<file path="src/rtl/key_move_ctrl.sv">
// key_move_ctrl
// Turns one-cycle key-press pulses into a smooth, frame-paced player move.
// Each accepted press moves the player STEP pixels per frame_tick for
// MOVE_FRAMES ticks, clamped to the visible area; one further press can be
// queued while a move is in progress.
//
// Ports:
//   clk, rst_n        clock, asynchronous active-low reset
//   frame_tick        one-cycle pulse per frame
//   up/down/left/right_flag   one-cycle key-press pulses
//   pos_x, pos_y      player top-left corner
//   moving            high while a move is in progress
//   dir               current/last direction (0 up, 1 down, 2 left, 3 right)
//   hit_edge          one-cycle pulse when a step was clamped
//
// state | meaning
// IDLE  | no move in progress, waiting for a press
// MOVE  | stepping on each frame_tick, pending slot may hold a queued press
module key_move_ctrl #(
    parameter int H_MAX       = 640,
    parameter int V_MAX       = 480,
    parameter int OBJ_W       = 32,
    parameter int OBJ_H       = 32,
    parameter int STEP        = 4,
    parameter int MOVE_FRAMES = 8,
    parameter int X_INIT      = 304,
    parameter int Y_INIT      = 224
) (
    input  logic       clk,
    input  logic       rst_n,
    input  logic       frame_tick,
    input  logic       up_flag,
    input  logic       down_flag,
    input  logic       left_flag,
    input  logic       right_flag,
    output logic [9:0] pos_x,
    output logic [9:0] pos_y,
    output logic       moving,
    output logic [1:0] dir,
    output logic       hit_edge
);

    localparam int CW = $clog2(MOVE_FRAMES + 1);
    localparam logic [10:0]   XMAX     = 11'(H_MAX - OBJ_W);
    localparam logic [10:0]   YMAX     = 11'(V_MAX - OBJ_H);
    localparam logic [10:0]   STEP11   = 11'(STEP);
    localparam logic [CW-1:0] CNT_LAST = CW'(MOVE_FRAMES - 1);

    typedef enum logic {IDLE, MOVE} state_t;

    state_t        state_q, state_d;
    logic [9:0]    pos_x_q, pos_x_d;
    logic [9:0]    pos_y_q, pos_y_d;
    logic [1:0]    dir_q, dir_d;
    logic          hit_edge_q, hit_edge_d;
    logic          pend_vld_q, pend_vld_d;
    logic [1:0]    pend_dir_q, pend_dir_d;
    logic [CW-1:0] cnt_q, cnt_d;

    logic          any_flag;
    logic [1:0]    flag_dir;
    logic [10:0]   x_ext, y_ext;
    logic [9:0]    x_nxt, y_nxt;
    logic          clamp;

    assign any_flag = up_flag | down_flag | left_flag | right_flag;
    assign flag_dir = up_flag   ? 2'd0 :
                      down_flag ? 2'd1 :
                      left_flag ? 2'd2 : 2'd3;

    // One step in the current direction, widened to 11 bits so the
    // comparisons cannot wrap.
    always_comb begin
        x_ext = {1'b0, pos_x_q};
        y_ext = {1'b0, pos_y_q};
        x_nxt = pos_x_q;
        y_nxt = pos_y_q;
        clamp = 1'b0;
        case (dir_q)
            2'd0: if (y_ext < STEP11) begin
                      y_nxt = '0;
                      clamp = 1'b1;
                  end else begin
                      y_nxt = 10'(y_ext - STEP11);
                  end
            2'd1: if (y_ext + STEP11 > YMAX) begin
                      y_nxt = 10'(YMAX);
                      clamp = 1'b1;
                  end else begin
                      y_nxt = 10'(y_ext + STEP11);
                  end
            2'd2: if (x_ext < STEP11) begin
                      x_nxt = '0;
                      clamp = 1'b1;
                  end else begin
                      x_nxt = 10'(x_ext - STEP11);
                  end
            default: if (x_ext + STEP11 > XMAX) begin
                      x_nxt = 10'(XMAX);
                      clamp = 1'b1;
                  end else begin
                      x_nxt = 10'(x_ext + STEP11);
                  end
        endcase
    end

    always_comb begin
        state_d    = state_q;
        pos_x_d    = pos_x_q;
        pos_y_d    = pos_y_q;
        dir_d      = dir_q;
        hit_edge_d = 1'b0;
        pend_vld_d = pend_vld_q;
        pend_dir_d = pend_dir_q;
        cnt_d      = cnt_q;
        case (state_q)
            IDLE: begin
                // A frame_tick coinciding with the accepting press is ignored.
                if (any_flag) begin
                    dir_d   = flag_dir;
                    cnt_d   = '0;
                    state_d = MOVE;
                end
            end
            MOVE: begin
                if (any_flag) begin
                    pend_vld_d = 1'b1;
                    pend_dir_d = flag_dir;
                end
                if (frame_tick) begin
                    pos_x_d    = x_nxt;
                    pos_y_d    = y_nxt;
                    hit_edge_d = clamp;
                    cnt_d      = cnt_q + 1'b1;
                    if (clamp || cnt_q == CNT_LAST) begin
                        cnt_d = '0;
                        // A press in the ending cycle counts as pending and
                        // wins over an older queued press.
                        if (any_flag || pend_vld_q) begin
                            dir_d      = any_flag ? flag_dir : pend_dir_q;
                            pend_vld_d = 1'b0;
                        end else begin
                            state_d = IDLE;
                        end
                    end
                end
            end
            default: state_d = IDLE;
        endcase
    end

    always_ff @(posedge clk or negedge rst_n) begin
        if (!rst_n) begin
            state_q    <= IDLE;
            pos_x_q    <= 10'(X_INIT);
            pos_y_q    <= 10'(Y_INIT);
            dir_q      <= 2'd0;
            hit_edge_q <= 1'b0;
            pend_vld_q <= 1'b0;
            pend_dir_q <= 2'd0;
            cnt_q      <= '0;
        end else begin
            state_q    <= state_d;
            pos_x_q    <= pos_x_d;
            pos_y_q    <= pos_y_d;
            dir_q      <= dir_d;
            hit_edge_q <= hit_edge_d;
            pend_vld_q <= pend_vld_d;
            pend_dir_q <= pend_dir_d;
            cnt_q      <= cnt_d;
        end
    end

    assign pos_x    = pos_x_q;
    assign pos_y    = pos_y_q;
    assign moving   = (state_q == MOVE);
    assign dir      = dir_q;
    assign hit_edge = hit_edge_q;

endmodule

</file>
<file path="config.mk">
export PLATFORM = sky130hd
export DESIGN_NAME = key_move_ctrl
export DESIGN_NICKNAME = d
export VERILOG_FILES = /design/src/rtl/key_move_ctrl.sv
export SDC_FILE = /design/constraint.sdc
export NUM_CORES = 1
export LEC_CHECK = 0
export ABC_AREA = 1
export ABC_CLOCK_PERIOD_IN_PS = 4000
export BUFFER_PORTS_ARGS = -buffer_cell sky130_fd_sc_hd__buf_2
export CORE_MARGIN = 2
export CORE_UTILIZATION = 60
export CTS_BUF_LIST = sky130_fd_sc_hd__clkbuf_8 sky130_fd_sc_hd__clkbuf_16
export CTS_CLUSTER_DIAMETER = 120
export DETAILED_ROUTE_END_ITERATION = 10
export PLACE_DENSITY_LB_ADDON = 0.1
export SETUP_SLACK_MARGIN = 0.4
export SYNTH_ARGS = -nofsm -noshare
export SYNTH_HDL_FRONTEND = slang
export SYNTH_SLANG_ARGS = --single-unit
</file>
<file path="constraint.sdc">
create_clock -name clk -period 4 [get_ports clk]
set_input_delay 0.2 -clock clk [delete_from_list [all_inputs] [get_ports clk]]
set_output_delay 0.2 -clock clk [all_outputs]
set_load 0.005 [all_outputs]
</file>
## Word-level counts from Yosys, hierarchy flattened

Index checks and enable logic that the tools add are counted.

- Register bits after elaboration: 31
- Input bits: 7
- Output and inout bits: 24
- Logic and storage cells: 73

- Add/sub/neg operators: 5
- Order comparisons: 4
- Equal/unequal tests: 7
- Mux-type cells: 35
- Bitwise logic cells: 5
- Reduce and logical (&&, ||, !) cells: 9

Operators with widths:

| cell | count |
|---|---|
| $mux 10 | 4 |
| $pmux 10 s2 | 2 |
| $add 10x3->11 const B | 2 |
| $lt 10x3->1 const B | 2 |
| $sub 10x3->10 const B | 2 |
| $mux 1 | 15 |
| $mux 2 | 7 |
| $mux 4 | 3 |
| $gt 11x10->1 const B | 1 |
| $gt 11x9->1 const B | 1 |
| $pmux 4 s2 | 1 |
| $reduce_and 3->1 | 2 |
| $add 4x1->4 const B | 1 |
| $eq 4x3->1 const B | 1 |
| $ne 2x1->1 const B | 2 |
| $ne 2x2->1 const B | 2 |
| $pmux 2 s2 | 1 |
| $reduce_and 4->1 | 1 |
| $or 1x1->1 | 3 |
| $pmux 1 s3 | 1 |
| $eq 2x1->1 const B | 1 |
| $eq 2x2->1 const B | 1 |
| $logic_not 2->1 | 1 |
| $logic_or 1x1->1 | 2 |
| 5 further kinds | 6 |

## Logic depth before layout (Yosys ltp)

- Depth in word-level cells: 8
- Mapped depth: 15
- Mapped depth without buffers: 15

## Worst setup path before layout

Ideal clock, no wire load.

- Path kind: flip-flop to flip-flop
- From: register pos_x_q[2], in the netlist pos_x[2]
- To: register dir_q[1], in the netlist dir[1]
- Setup time: 0.117 ns
- Data arrival time: 1.651 ns
- Required time: 3.883 ns
- Setup slack: 2.232 ns
- Cell stages (with the launch flop): 14
- Path buffers: 0
- Clock period less this slack: 1.768 ns
- Path through: dfrtp_1 -> inv_1 -> ha_1 -> inv_1 -> nor2_1 -> nand2_1 -> o21ai_2 -> nand2_1 -> nand2_2 -> nand2_4 -> nand2_4 -> nand3_2 -> nand2_1 -> nand2_1

- Word-level cells in the longest chain between the ends: 7
- Elaborated cells on any way between the ends: 9
- Classes of those cells: add/sub: 1; order compare: 2; eq/ne: 1; mux: 3; reduce/logical: 2

Ends and longest elaborated chain:

| element | RTL line | source |
|---|---|---|
| start: declaration | 52 | `logic [9:0] pos_x_q, pos_x_d;` |
| start signal: assignment | 155 | `pos_x_q <= 10'(X_INIT);` |
| start signal: assignment | 164 | `pos_x_q <= pos_x_d;` |
| $add 10x3->11 | - |  |
| $gt 11x10->1 | 98 | `default: if (x_ext + STEP11 > XMAX) begin` |
| $mux 1 | 98 |  |
| $pmux 1 s3 (*) | 79 | `case (dir_q)` |
| $logic_or 1x1->1 (*) | 135 | `if (clamp \|\| cnt_q == CNT_LAST) begin` |
| $ne 2x1->1 (no line) (*) | - |  |
| $reduce_and 4->1 (no line) (*) | - |  |
| end signal: assignment | 166 | `dir_q <= dir_d;` |
| end: declaration | 54 | `logic [1:0] dir_q, dir_d;` |

Mark *: on every way between the ends. The rest lies on a longest branch, timed or not.
A chain may end at the register's enable or synchronous reset.

## Final worst setup path

Ends and elaborated chain as after synthesis.

==> impl_metrics.tcl <==
set metrics [dict create \
    run_status "finished clean" \
    synth_seq_area_share_pct 33.3 \
    path_buf_inv 2 \
    track_usage_pct 24.8 \
    slew_viol_final 0 \
    areaGrowthSynthToFinish_pct 9.45 \
    crit_type "reg2reg" \
    ioPinCount 31 \
    synth.most_common_cell "nand2_1" \
    synth_commonest_cells "nand2_1, inv_1, nor2_1" \
    dr_total_vias 1944 \
    avgSynthCellArea_um2 7.08 \
    ant_nets 0 \
    final_cells 361 \
    start_util_pct 62.0 \
    cts_max_level 1 \
    syn_area_um2 2050 \
    min_period_ps 2070 \
    slew-limit-headroom_pct 47.4 \
    grt_pass1_wl_um 7880 \
    grt_overflow 0 \
    cellPowerDensity_nw_per_um2 701 \
    dieArea_um2 3910 \
    synthCells 290 \
    fillers 301 \
    ys_ff_latch 27 \
    setup_ws_ps 1930 \
    critPathSlowestCell "dfrtp_1" \
    rows 21 \
    synth.area.top_cells "dfrtp_1, nand2_1, dfstp_2" \
    ys_warn_count 0 \
    p_leak_nw 1.10 \
    drc_errors 0 \
    synth_top_cell_by_area "dfrtp_1" \
    cts_tree "done" \
    core_area_um2 3310 \
    synth.distinct_cells 35 \
    max-clock-path-buffers 2 \
    drive_above_1_share_pct 18.7 \
    peakVddDrop_uv 363 \
    tightest_slew_ps 786 \
    routed_wl_um 4430 \
    finalSetupViolations 0 \
    cts_root_buf "clkbuf_8" \
    firstDrtPassIters 4 \
    cp_data_required_time_ps 4170 \
    startpoint_type "flop" \
    clkSinkCount 27 \
    critPathMaxFanout 9 \
    clkLatencyLatePin_ps 270 \
    grt_start_max_net_pins 28 \
    cp-end-kind "flop" \
    finalSetupTns_ps 0 \
    clk_pin_slew_ps 90 \
    hold_class "in2reg" \
    final.setup_skew_ps 4.58 \
    dp_slack_ps 1960 \
    final_nets 328 \
    die_h_um 62.5 \
    max_freq_mhz 484 \
    crit_chain "inv_1 -> ha_1 -> inv_1 -> nor2_1 -> nand2_1 -> o21ai_2 -> nand2_1 -> nand2_2 -> nand2_4 -> nand2_4 -> nand3_2 -> nand2_1 -> nand2_1" \
    grt_setup_unrepaired "no" \
    cts_buffers 3 \
    cts_setup_buffers 0 \
    cpPeakStageDelay_ps 420 \
    hold_viol_final 0 \
    whs_ps 216 \
    fp.dieW_um 62.5 \
    place_congestion 0.947 \
    port_buffers 26 \
    first_global_vias 1805 \
    crit_path_frequent_cell "nand2_1" \
    n_antenna_cell 0 \
    antenna_found_initial 0 \
    drt-vias-per-instance 5.39 \
    worstPathArrival_ps 2230 \
    final_cell_area_um2 2250 \
    placedCellCount 356 \
    max_cap_viol_count 0 \
    crit_family "simple AND/OR/NAND/NOR gates" \
    synth_edf_count 0 \
    dp_hpwl_um 3400 \
    place_area_um2 2190 \
    async_flop_share_pct 100 \
    drtIter0Drc 127 \
    min_period_over_period_pct 51.7 \
    synth-main-ff-cell "dfrtp_1" \
    wl_per_cell_um 12.3 \
    r2r_slack_ps 1930 \
    yosys.area.top_type_share_pct 25.6 \
]
final cells by class:
| cell class | instances | area [um2] | share of cell area [%] |
|---|---|---|---|
| Clock buffer | 3 | 41.3 | 1.84 |
| Clock inverter | 1 | 5.00 | 0.223 |
| Inverter | 45 | 169 | 7.52 |
| Multi-Input combinational cell | 211 | 1140 | 50.9 |
| Sequential cell | 27 | 683 | 30.4 |
| Tap cell | 46 | 57.6 | 2.56 |
| Timing Repair Buffer | 28 | 148 | 6.57 |
metal layers:
| layer | GRT usage [%] | routed length [um] | part of all wire (%) |
|---|---|---|---|
| met3 | 3.42 | 250 | 5.6 |
| met4 | 7.22 | 71 | 1.6 |
| met1 | 35.2 | 2170 | 49 |
| met2 | 39.5 | 1940 | 44 |
| met5 | 0 | 0 | 0 |
worst reg2reg max path, delay by kind of cell, from the launching register on:
family | cells | cell delay [ps]
DFF | 1 | 420
adders and majority gates | 1 | 160
AOI/OAI and AO/OA | 1 | 340
buffers and inverters | 2 | 200
and+or+nand+nor | 9 | 840
repair_timing:
item	CTS	global route
endpoints found under the hold margin	21	0
resized for setup	0	0
setup endpoints to repair	0	0
hold buffers	1	0
metrics by stage:
step	total power [mW]	util [%]
after floorplan	1.20	-
after global placement	1.40	66.2
after detailed placement	1.42	66.2
after CTS	1.58	67.9
after global routing	1.75	67.9
final	1.58	67.9
flip-flops by register name (all words and copies together), names as in the netlist:
signal and flops:
hit_edge 1, dir 2, pos_y 8, moving 1, pend_dir_q 2, pos_x 8
cnt_q 4, pend_vld_q 1
worst paths after layout:
| check | start | end | cells past startpoint |
|---|---|---|---|
| worst max register to register | pos_x[2] | dir[1] | 13 |
| min in group asynchronous | rst_n | pend_dir_q[0] | 2 |
| worst min register to register | pend_dir_q[0] | pend_dir_q[0] | 2 |
| max in group asynchronous | rst_n | dir[0] | 2 |
| worst max-delay path | pos_x[2] | dir[1] | 13 |
| worst min-delay path | frame_tick | pend_vld_q | 4 |
cells in the final DEF (no fill, tap or decap), types with 7 or more instances in the layout:
master | Yosys | layout
nand3_1 | 20 | 20
xor2_1 | 9 | 9
buf_2 | 1 | 26
o21ai_0 | 21 | 21
nand2_2 | 7 | 7
dfrtp_1 | 21 | 21
nand4_1 | 9 | 9
inv_1 | 42 | 42
nand2_1 | 58 | 58
a21oi_1 | 11 | 11
nor2_1 | 26 | 26
kinds of logic after synthesis:
family	synth area share, %
compound gates	17.2
fa+ha+maj	3.05
buf+inv	11.6
flops	33.3
other cells	0.183
simple gates	30.8
xor+xnor	3.84
power breakdown:
part	switching (mW)	total (mW)	internal, mW	leakage, nW
registers	0.152	0.553	0.400	0.317
clock network	0.0850	0.155	0.0698	0.0255
logic	0.539	0.869	0.329	0.759
total	0.777	1.58	0.799	1.10
Power figures use the tool's default switching activity.
